<file path="src/rtl/elevator_pkg.sv">
// Shared types and default timing for the SCAN elevator controller.
//   state_t            : FSM encoding (IDLE / MOVE / DOOR), 2 bits
//   DEF_TRAVEL_CYCLES  : default clocks to move one floor
//   DEF_DOOR_CYCLES    : default clocks the door stays open per stop
package elevator_pkg;

  typedef enum logic [1:0] {
    IDLE = 2'd0,
    MOVE = 2'd1,
    DOOR = 2'd2
  } state_t;

  localparam int DEF_NUM_FLOORS    = 4;
  localparam int DEF_TRAVEL_CYCLES = 4;
  localparam int DEF_DOOR_CYCLES   = 8;

endpackage

</file>
<file path="src/rtl/elevator_req_scan.sv">
// Combinational request scanner.
//   pending  : latched, unserviced per-floor requests
//   floor    : current car floor
//   dir_up   : current/last scan direction
//   here     : request pending at the current floor
//   above    : any request above the current floor
//   below    : any request below the current floor
//   next_dir : direction SCAN would take from here (keeps dir_up if idle)
module elevator_req_scan #(
  parameter int NUM_FLOORS = 4,
  parameter int FLOOR_W    = $clog2(NUM_FLOORS)
) (
  input  logic [NUM_FLOORS-1:0] pending,
  input  logic [FLOOR_W-1:0]    floor,
  input  logic                  dir_up,
  output logic                  here,
  output logic                  above,
  output logic                  below,
  output logic                  next_dir
);

  always_comb begin
    above = 1'b0;
    below = 1'b0;
    for (int i = 0; i < NUM_FLOORS; i++) begin
      if (pending[i] && (i > int'(floor))) above = 1'b1;
      if (pending[i] && (i < int'(floor))) below = 1'b1;
    end
    here = pending[floor];
    // Keep going the way we were while work remains ahead; only turn
    // around when everything left is behind the car.
    next_dir = dir_up ? (above | ~below) : (above & ~below);
  end

endmodule

</file>
<file path="src/rtl/elevator_scan_ctrl.sv">
// SCAN-scheduled elevator controller for NUM_FLOORS floors.
//   clk, reset : clock (rising edge), async active-high reset
//   call_req   : per-floor calls, OR-latched into pending every edge
//   floor      : current floor index (drives the display)
//   dir_up     : current/last scan direction (1 = up)
//   moving     : car travelling between floors
//   door_open  : door open at floor
//   arrive     : one-cycle pulse when the car stops at a floor from MOVE
//   pending    : latched, unserviced requests
module elevator_scan_ctrl
  import elevator_pkg::*;
#(
  parameter int NUM_FLOORS    = DEF_NUM_FLOORS,
  parameter int FLOOR_W       = $clog2(NUM_FLOORS),
  parameter int TRAVEL_CYCLES = DEF_TRAVEL_CYCLES,
  parameter int DOOR_CYCLES   = DEF_DOOR_CYCLES
) (
  input  logic                  clk,
  input  logic                  reset,
  input  logic [NUM_FLOORS-1:0] call_req,
  output logic [FLOOR_W-1:0]    floor,
  output logic                  dir_up,
  output logic                  moving,
  output logic                  door_open,
  output logic                  arrive,
  output logic [NUM_FLOORS-1:0] pending
);

  localparam int TCW = $clog2(TRAVEL_CYCLES + 1);
  localparam int DCW = $clog2(DOOR_CYCLES + 1);
  localparam logic [TCW-1:0]     T_LOAD    = TCW'(TRAVEL_CYCLES - 1);
  localparam logic [DCW-1:0]     D_LOAD    = DCW'(DOOR_CYCLES - 1);
  localparam logic [FLOOR_W-1:0] TOP_FLOOR = FLOOR_W'(NUM_FLOORS - 1);

  state_t                  state, state_n;
  logic [FLOOR_W-1:0]      floor_n;
  logic                    dir_n, arrive_n;
  logic [TCW-1:0]          tcnt, tcnt_n;
  logic [DCW-1:0]          dcnt, dcnt_n;
  logic [NUM_FLOORS-1:0]   clr_mask;
  logic                    here, above, below, next_dir;

  elevator_req_scan #(.NUM_FLOORS(NUM_FLOORS), .FLOOR_W(FLOOR_W)) u_scan (
    .pending  (pending),
    .floor    (floor),
    .dir_up   (dir_up),
    .here     (here),
    .above    (above),
    .below    (below),
    .next_dir (next_dir)
  );

  always_comb begin
    state_n  = state;
    floor_n  = floor;
    dir_n    = dir_up;
    tcnt_n   = tcnt;
    dcnt_n   = dcnt;
    arrive_n = 1'b0;
    clr_mask = '0;
    unique case (state)
      IDLE: begin
        if (here) begin
          state_n         = DOOR;
          dcnt_n          = D_LOAD;
          clr_mask[floor] = 1'b1;
        end else if (above || below) begin
          state_n = MOVE;
          dir_n   = next_dir;
          tcnt_n  = T_LOAD;
        end
      end
      MOVE: begin
        if (tcnt == '0) begin
          floor_n = dir_up ? floor + FLOOR_W'(1) : floor - FLOOR_W'(1);
          // Stop decision uses registered pending at the new floor; a call
          // latched for the floor just left waits for a later pass.
          if (pending[floor_n]) begin
            state_n           = DOOR;
            arrive_n          = 1'b1;
            dcnt_n            = D_LOAD;
            clr_mask[floor_n] = 1'b1;
          end else begin
            tcnt_n = T_LOAD;
          end
        end else begin
          tcnt_n = tcnt - TCW'(1);
        end
      end
      DOOR: begin
        if (call_req[floor]) begin
          // Re-press at this floor holds the door and is consumed here.
          dcnt_n          = D_LOAD;
          clr_mask[floor] = 1'b1;
        end else if (dcnt == '0) begin
          if (above || below) begin
            state_n = MOVE;
            dir_n   = next_dir;
            tcnt_n  = T_LOAD;
          end else begin
            state_n = IDLE;
          end
        end else begin
          dcnt_n = dcnt - DCW'(1);
        end
      end
      default: state_n = IDLE;
    endcase
  end

  always_ff @(posedge clk or posedge reset) begin
    if (reset) begin
      state   <= IDLE;
      floor   <= '0;
      dir_up  <= 1'b1;
      arrive  <= 1'b0;
      pending <= '0;
      tcnt    <= '0;
      dcnt    <= '0;
    end else begin
      state   <= state_n;
      floor   <= floor_n;
      dir_up  <= dir_n;
      arrive  <= arrive_n;
      pending <= (pending | call_req) & ~clr_mask;
      tcnt    <= tcnt_n;
      dcnt    <= dcnt_n;
    end
  end

  assign moving    = (state == MOVE);
  assign door_open = (state == DOOR);

  // The scheduler only heads toward pending floors, so a step past either
  // end of the shaft means the scan logic is broken.
  a_floor_range: assert property (@(posedge clk) disable iff (reset)
    floor <= TOP_FLOOR);
  a_no_wrap: assert property (@(posedge clk) disable iff (reset)
    (state == MOVE && tcnt == '0) |-> (dir_up ? (floor != TOP_FLOOR) : (floor != '0)));

endmodule
</file>
<file path="config.mk">
export PLATFORM = sky130hd
export DESIGN_NAME = elevator_scan_ctrl
export DESIGN_NICKNAME = d
export VERILOG_FILES = /design/src/rtl/elevator_pkg.sv /design/src/rtl/elevator_req_scan.sv /design/src/rtl/elevator_scan_ctrl.sv
export SDC_FILE = /design/constraint.sdc
export NUM_CORES = 1
export LEC_CHECK = 0
export ABC_AREA = 1
export CAP_MARGIN = 20
export CORE_AREA = 2 2 50 52
export DETAILED_ROUTE_END_ITERATION = 8
export DIE_AREA = 0 0 52 54
export DONT_BUFFER_PORTS = 1
export GPL_ROUTABILITY_DRIVEN = 0
export PLACE_DENSITY = 0.78
export SLEW_MARGIN = 30
export SYNTH_ARGS = -nofsm -noshare
export SYNTH_HDL_FRONTEND = slang
export SYNTH_SLANG_ARGS = --single-unit
</file>
<file path="constraint.sdc">
create_clock -name clk -period 1.96 [get_ports clk]
set_input_delay 0.392 -clock clk [delete_from_list [all_inputs] [get_ports clk]]
set_output_delay 0.392 -clock clk [all_outputs]
set_load 0.05 [all_outputs]
</file>
==> summary.txt, run 1 <==
TIMING
---------------------------------------------------------------------------------
Final Critical Period                                                     1.74 ns
Worst Clk Skew                                                         0.00273 ns
Worst relative slew slack                                                   0.562
Actual transition at the worst max-transition pin                        0.656 ns
Final Hold Violating Endpoints                                                  0
Final count of negative-setup-slack endpoints                                   0
Maximum frequency from static timing analysis                           0.573 GHz
Final total negative setup slack                                             0 ns
Max-slew violation count                                                        0
Part of the cycle the worst path needs                                      0.890
Unrepaired setup endpoints after global routing                                no
Setup slack after layout                                                 0.215 ns

WORST SETUP PATH
---------------------------------------------------------------------------------
Critical path launch point                                               floor[0]
Number of cells on the critical path                                            9
Cell repeated most along the worst path                              sky130_fd_sc_hd__nand2_1
Reg2reg end                                                               tcnt[1]
Startpoint type of the worst setup path                                  register
Slack of the worst reg-to-reg path                                        0.22 ns
Number of cells on the worst reg-to-reg path                                    9
Crit Path Class                                                      register to register
Startpoint of the worst-slack reg-to-reg timing path                     floor[0]
Slowest stage delay, CP                                                   0.41 ns
Number of buffer and inverter instances along the worst setup path              2
Capturing element type of the critical path                              register
Family with the most delay on the worst path                         simple AND/OR/NAND/NOR gates
Arrival time at the worst endpoint                                        1.98 ns
Cells along the critical path                                        buf_4 > ha_1 > inv_1 > nand2_1 > nand3_1 > or2_0 > nand2_1 > nand3_1 > nand2_1
Endpoint required time on the critical path                               2.19 ns
Peak fanout along the critical path                                            13
Max stage delay cell, worst path                                     sky130_fd_sc_hd__dfrtp_2
Crit path to                                                              tcnt[1]

DRT
---------------------------------------------------------------------------------
Via-per-instance ratio                                                       5.23
Starting DRC count in detailed routing                                         37
Final routed DRC violation total                                                0
WL final                                                                  2710 um
Met1 Wirelength                                                           1210 um
Via total after detailed routing                                             1103
Top layer in use                                                             met4
Final antenna-violating net count                                               0
Routed wire length on met2                                                1350 um
Met3 routed wirelength                                                     114 um
Detailed Routing Iterations Pass 1                                              4
Routed wire per std cell                                                  12.8 um

GLOBAL ROUTING
---------------------------------------------------------------------------------
Global-route wire length before repair                                    4810 um
Number of antenna violations at the first check in global routing               0
Total routing resource utilization after global routing                     0.229
Via count of the first global-routing pass                                   1132
Remaining global-route overflow                                                 0
Pin count of the biggest net entering global routing                           18

CLOCKING
---------------------------------------------------------------------------------
Post-CTS Hold Fix Bufs                                                          0
Post-CTS resize count                                                           0
TritonCTS clock tree                                                        built
Number of buffers added by the clock tree synthesis step                        3
Clock slew at reported path FFs                                           0.11 ns
Depth of the CTS H-tree                                                         1
Maximum clock insertion buffer count                                            2
Clock sink count                                                               17
Cell chosen for the clock root                                       sky130_fd_sc_hd__clkbuf_4
Clock insertion delay at the later pin of the skew report                 0.29 ns
Post-CTS Setup Repair Bufs                                                      0

SYNTH
---------------------------------------------------------------------------------
Synthesized netlist net count                                                 185
Cell types with the largest area share after synthesis               sky130_fd_sc_hd__dfrtp_1 31%, sky130_fd_sc_hd__nand2_1 17%, sky130_fd_sc_hd__ha_1 8.9%, sky130_fd_sc_hd__nand3_1 7.9%, sky130_fd_sc_hd__inv_1 6.5%
Synth area leader                                                    sky130_fd_sc_hd__dfrtp_1
Cell count after synthesis                                                    170
Distinct cell type count after synthesis                                       26
Yosys warning count                                                             0
Area share of the largest cell type after synthesis                         0.315
Share of the yosys chip area belonging to registers                         0.336
Average cell area after synthesis                                      7.48 sq um
Syn Std Cell Area                                                      1270 sq um
Number of synthesized register bits                                            17

FLOORPLAN
---------------------------------------------------------------------------------
Die area                                                               2810 sq um
Starting Density                                                            0.548
Die Ht                                                                      54 um
Placeable Area                                                         2320 sq um
Io pins                                                                        16
Die width                                                                   52 um
Count of standard-cell rows                                                    18

POWER
---------------------------------------------------------------------------------
Leakage Power                                                            0.783 nW
Maximum vdd drop                                                          1150 uV
Power per Cell Area                                                  1920 nW/um^2

LAYOUT
---------------------------------------------------------------------------------
Multi-input gate area                                                   731 sq um
Ratio of cells with drive above 1 in the final layout                       0.221
Synth-to-Final Area Change                                                  9.06%
Number of fill cells in the layout                                            209
Antenna Cells                                                                   0
Layout Utilization                                                          0.598
Net count reported at finish                                                  197
Leading cell type in the layout, fill and taps excluded              sky130_fd_sc_hd__nand2_1
Storage element area                                                    429 sq um
Highest-count cells in the layout ignoring fill and taps             56 x sky130_fd_sc_hd__nand2_1, 22 x sky130_fd_sc_hd__inv_1, 20 x sky130_fd_sc_hd__nand3_1, 14 x sky130_fd_sc_hd__dfrtp_1, 9 x sky130_fd_sc_hd__ha_1

PLACEMENT
---------------------------------------------------------------------------------
Count of input and output buffers                                               0
Worst slack at placement                                                 0.235 ns
HPWL Detailed                                                             2120 um

WORST HOLD PATH
---------------------------------------------------------------------------------
Hold Crit Class                                                      input pin to asynchronous set/reset pin

FLOW RUN
---------------------------------------------------------------------------------
Maxcap violations                                                               0

RUN STATUS
---------------------------------------------------------------------------------
Result of the run                                                    finished, final reports clean

logic make-up (layout without fill, tap and decap cells):
| family | Yosys count | count (layout) | synth area share |
|---|---|---|---|
| buffers and inverters | 27 | 38 | 0.0896 |
| XOR/XNOR | 3 | 3 | 0.0207 |
| AND/OR/NAND/NOR | 106 | 106 | 0.417 |
| flip-flops | 17 | 17 | 0.336 |
| adder cells (fa/ha/maj) | 9 | 9 | 0.0886 |
| AO/OA/AOI/OAI | 8 | 8 | 0.0482 |
how the worst min path moves through the flow:
stage          start    endpoint  slack [ns]  cells after the start
6_report       reset     dcnt[0]        0.07                      1
5_1_grt        reset  pending[3]        0.11                      1
4_1_cts        reset  pending[0]        0.08                      1
3_5_place_dp   reset    state[1]        0.41                      1
3_3_place_gp   reset     tcnt[1]        0.40                      1
2_1_floorplan  reset      arrive        0.32                      1
metrics by stage:
| step | cell area [sq um] | std cells | total power, mW | hold WS [ns] |
|---|---|---|---|---|
| 2_1_floorplan | 1270 | 170 | 2.08 | 0.317 |
| 3_3_place_gp | 1360 | 207 | 2.38 | 0.404 |
| 3_5_place_dp | 1360 | 207 | 2.46 | 0.413 |
| 4_1_cts | 1390 | 211 | 2.66 | 0.0828 |
| 5_1_grt | 1390 | 211 | 2.90 | 0.108 |
| 6_report | 1390 | 211 | 2.66 | 0.0658 |
synth_stat cells:
master / instances
sky130_fd_sc_hd__a21oi_1: 1
sky130_fd_sc_hd__buf_6: 1
sky130_fd_sc_hd__dfrtp_1: 16
sky130_fd_sc_hd__dfstp_2: 1
sky130_fd_sc_hd__ha_1: 9
sky130_fd_sc_hd__inv_1: 22
sky130_fd_sc_hd__inv_2: 3
sky130_fd_sc_hd__inv_6: 1
sky130_fd_sc_hd__nand2_1: 56
sky130_fd_sc_hd__nand2_2: 8
sky130_fd_sc_hd__nand2_4: 1
sky130_fd_sc_hd__nand3_1: 20
sky130_fd_sc_hd__nand3_2: 3
sky130_fd_sc_hd__nand3_4: 2
sky130_fd_sc_hd__nand4_1: 1
sky130_fd_sc_hd__nor2_1: 8
sky130_fd_sc_hd__nor2_2: 1
sky130_fd_sc_hd__nor2_4: 3
sky130_fd_sc_hd__nor3_1: 1
sky130_fd_sc_hd__o211a_1: 2
sky130_fd_sc_hd__o21ai_0: 2
sky130_fd_sc_hd__o21ai_2: 3
sky130_fd_sc_hd__or2_0: 1
sky130_fd_sc_hd__or2_2: 1
sky130_fd_sc_hd__xnor2_1: 1
sky130_fd_sc_hd__xor2_1: 2
state kept, by name, summed over array words and instances, names as in the netlist:
signal   count
pending      4
dcnt         4
tcnt         3
dir_up       1
floor        2
state        2
arrive       1
routing by layer:
| metal | vias up | track usage |
|---|---|---|
| met2 | 25 | 0.386 |
| li1 | 553 | - |
| met5 | - | 0 |
| met1 | 521 | 0.299 |
| met3 | 4 | 0.0306 |
| met4 | 0 | 0.0877 |
area by class of cell:
cell class | instances | area share
Clock buffer | 4 | 0.0190
Inverter | 26 | 0.0740
Multi-Input combinational cell | 126 | 0.527
Sequential cell | 17 | 0.310
Tap cell | 30 | 0.0271
Timing Repair Buffer | 8 | 0.0433
report_power, final:
group	internal (mW)	switching [mW]
registers	0.513	0.135
logic	0.550	1.26
clock network	0.0791	0.117
worst register-to-register path, delay by kind of cell, from the launching register on:
| kind | cells | cell delay (ns) |
|---|---|---|
| AND/OR/NAND/NOR | 6 | 0.70 |
| buffers and inverters | 2 | 0.34 |
| adder cells (fa/ha/maj) | 1 | 0.23 |
| flip-flops | 1 | 0.41 |
Note: power is estimated with default switching activity, not from simulation.
==> inputs of run 2 (changes only) <==
Settings changed: CORE_AREA 2 2 50 52 to 4 4 52 54, DIE_AREA 0 0 52 54 to 0 0 56 58.
==> run 2 against run 1 <==
- fmax up 3.8%
- hold slack improved by 0.0031 ns
- clock power shrank 3%
- clock skew rose by 0.0019 ns
- first-iteration DRC count shrank 22%
- cell count fell by 0.47%
- count of clock-buffer cells in the layout stayed put
- utilization rose by 3.1 points
- critical path depth is the same
- power down 1.0%
- sequential share of layout area down 0.11 points
- register-to-register slack improved by 0.06 ns
- largest power group unchanged
- highest routed layer unchanged
==> summary.txt, run 2 (synthesized netlist as in run 1, its figures left out) <==
RUN STATUS
--------------------------------------------------------------------------------
Result of the run                                                   finished, final reports clean

WORST SETUP PATH
--------------------------------------------------------------------------------
Startpoint type of the worst setup path                                 register
Endpoint required time on the critical path                              2.19 ns
Slowest stage delay, CP                                                  0.41 ns
Capturing element type of the critical path                             register
Max stage delay cell, worst path                                    sky130_fd_sc_hd__dfrtp_2
Crit Path Class                                                     register to register
Arrival time at the worst endpoint                                       1.91 ns
Cell repeated most along the worst path                             sky130_fd_sc_hd__nand2_1
Cells along the critical path                                       buf_4 > ha_1 > inv_1 > nand2_1 > nand3_1 > or2_0 > nand2_1 > nand3_1 > nand2_1
Peak fanout along the critical path                                           13

POWER
--------------------------------------------------------------------------------
Maximum vdd drop                                                         1130 uV
Leakage Power                                                           0.788 nW
Total power                                                              2.63 mW
Power per Cell Area                                                 1890 nW/um^2

TIMING
--------------------------------------------------------------------------------
Unrepaired setup endpoints after global routing                               no
Setup slack after layout                                                0.278 ns
Part of the cycle the worst path needs                                     0.858
Worst Clk Skew                                                        0.00459 ns
Worst hold margin                                                      0.0689 ns
Final Critical Period                                                    1.68 ns
Actual transition at the worst max-transition pin                       0.653 ns
Final count of negative-setup-slack endpoints                                  0
Final Hold Violating Endpoints                                                 0
Worst relative slew slack                                                  0.564
Maximum frequency from static timing analysis                          0.595 GHz
Max-slew violation count                                                       0
Final total negative setup slack                                            0 ns

LAYOUT
--------------------------------------------------------------------------------
Storage element area                                                   429 sq um
Number of non-filler instances in the completed layout                       210
Leading cell type in the layout, fill and taps excluded             sky130_fd_sc_hd__nand2_1
Number of fill cells in the layout                                           200
Net count reported at finish                                                 198
Highest-count cells in the layout ignoring fill and taps            56 x sky130_fd_sc_hd__nand2_1, 22 x sky130_fd_sc_hd__inv_1, 20 x sky130_fd_sc_hd__nand3_1, 14 x sky130_fd_sc_hd__dfrtp_1
Multi-input gate area                                                  731 sq um
Top flop regs                                                       dcnt x4, pending x4, tcnt x3
Ratio of cells with drive above 1 in the final layout                      0.225
Layout Utilization                                                         0.629
Final design instance area without fill                               1390 sq um
Synth-to-Final Area Change                                                 9.45%
Antenna Cells                                                                  0

DRT
--------------------------------------------------------------------------------
Detailed Routing Iterations Pass 1                                             4
Starting DRC count in detailed routing                                        29
Routed wire per std cell                                                 11.8 um
WL final                                                                 2480 um
Via total after detailed routing                                            1079
Final antenna-violating net count                                              0
Via-per-instance ratio                                                      5.14
Final routed DRC violation total                                               0

CLOCKING
--------------------------------------------------------------------------------
Number of buffers added by the clock tree synthesis step                       3
Clock slew at reported path FFs                                          0.10 ns
Cell chosen for the clock root                                      sky130_fd_sc_hd__clkbuf_4
Post-CTS Setup Repair Bufs                                                     0
Maximum clock insertion buffer count                                           2
Post-CTS resize count                                                          0
Clock insertion delay at the later pin of the skew report                0.29 ns
Clock sink count                                                              17
Depth of the CTS H-tree                                                        1
TritonCTS clock tree                                                       built
Post-CTS Hold Fix Bufs                                                         0

WORST HOLD PATH
--------------------------------------------------------------------------------
Hold Crit Class                                                     input pin to asynchronous set/reset pin

GLOBAL ROUTING
--------------------------------------------------------------------------------
Total routing resource utilization after global routing                    0.175
Remaining global-route overflow                                                0
Via count of the first global-routing pass                                  1090
Grt met2 use                                                               0.301
Gr busiest metal                                                            met2
Global routing usage on met1                                               0.207
Number of antenna violations at the first check in global routing              0
Met3 Usage GRT                                                            0.0445
Pin count of the biggest net entering global routing                          18
Global-route wire length before repair                                   4610 um

PLACEMENT
--------------------------------------------------------------------------------
Worst slack at placement                                                0.308 ns
Placed instance count                                                        206
HPWL Detailed                                                            1990 um
Count of input and output buffers                                              0
Total placed instance area                                            1370 sq um

FLOORPLAN
--------------------------------------------------------------------------------
Starting Density                                                           0.575
Placeable Area                                                        2210 sq um
Die width                                                                  56 um
Die Ht                                                                     58 um
Io pins                                                                       16
Count of standard-cell rows                                                   17
Die area                                                              3250 sq um

FLOW RUN
--------------------------------------------------------------------------------
Maxcap violations                                                              0

==> run 2: changes by cell type in the layout (fill, tap and decap cells not counted), sizes merged <==
cell | before | now
buf | 8 | 9
==> run 2: worst paths after layout <==
path	depth (start not counted)	to	slack (ns)	from
max in group asynchronous	1	floor[1]	1.44	reset
worst max-delay path	9	tcnt[1]	0.28	floor[0]
min in group clk	2	pending[3]	0.24	call_req[3]
worst max register to register	9	tcnt[1]	0.28	floor[0]
worst min register to register	2	dir_up	0.50	dir_up
worst min-delay path	1	dcnt[1]	0.07	reset
==> run 2: final cells by class <==
class / instances / share of cell area
Clock buffer: 4 / 0.0189
Inverter: 26 / 0.0737
Sequential cell: 17 / 0.308
Multi-Input combinational cell: 126 / 0.525
Timing Repair Buffer: 9 / 0.0486
Tap cell: 28 / 0.0252
==> run 2: power by group <==
part | switching, mW | total, mW | internal [mW]
sequential | 0.125 | 0.638 | 0.513
clock | 0.111 | 0.190 | 0.0790
combinational | 1.24 | 1.80 | 0.564
==> run 2: metal layers <==
metal / wire length (um) / vias up / part of all wire
li1: - / 552 / -
met3: 145 / 4 / 0.059
met4: 25 / 0 / 0.010
met5: 0 / - / 0
met1: 1060 / 492 / 0.43
met2: 1250 / 31 / 0.50
==> run 2: critical path: cells and delay by family, from the launching register on <==
family	cells	cell delay, ns
buf+inv	2	0.34
simple gates	6	0.66
fa+ha+maj	1	0.22
flops	1	0.41
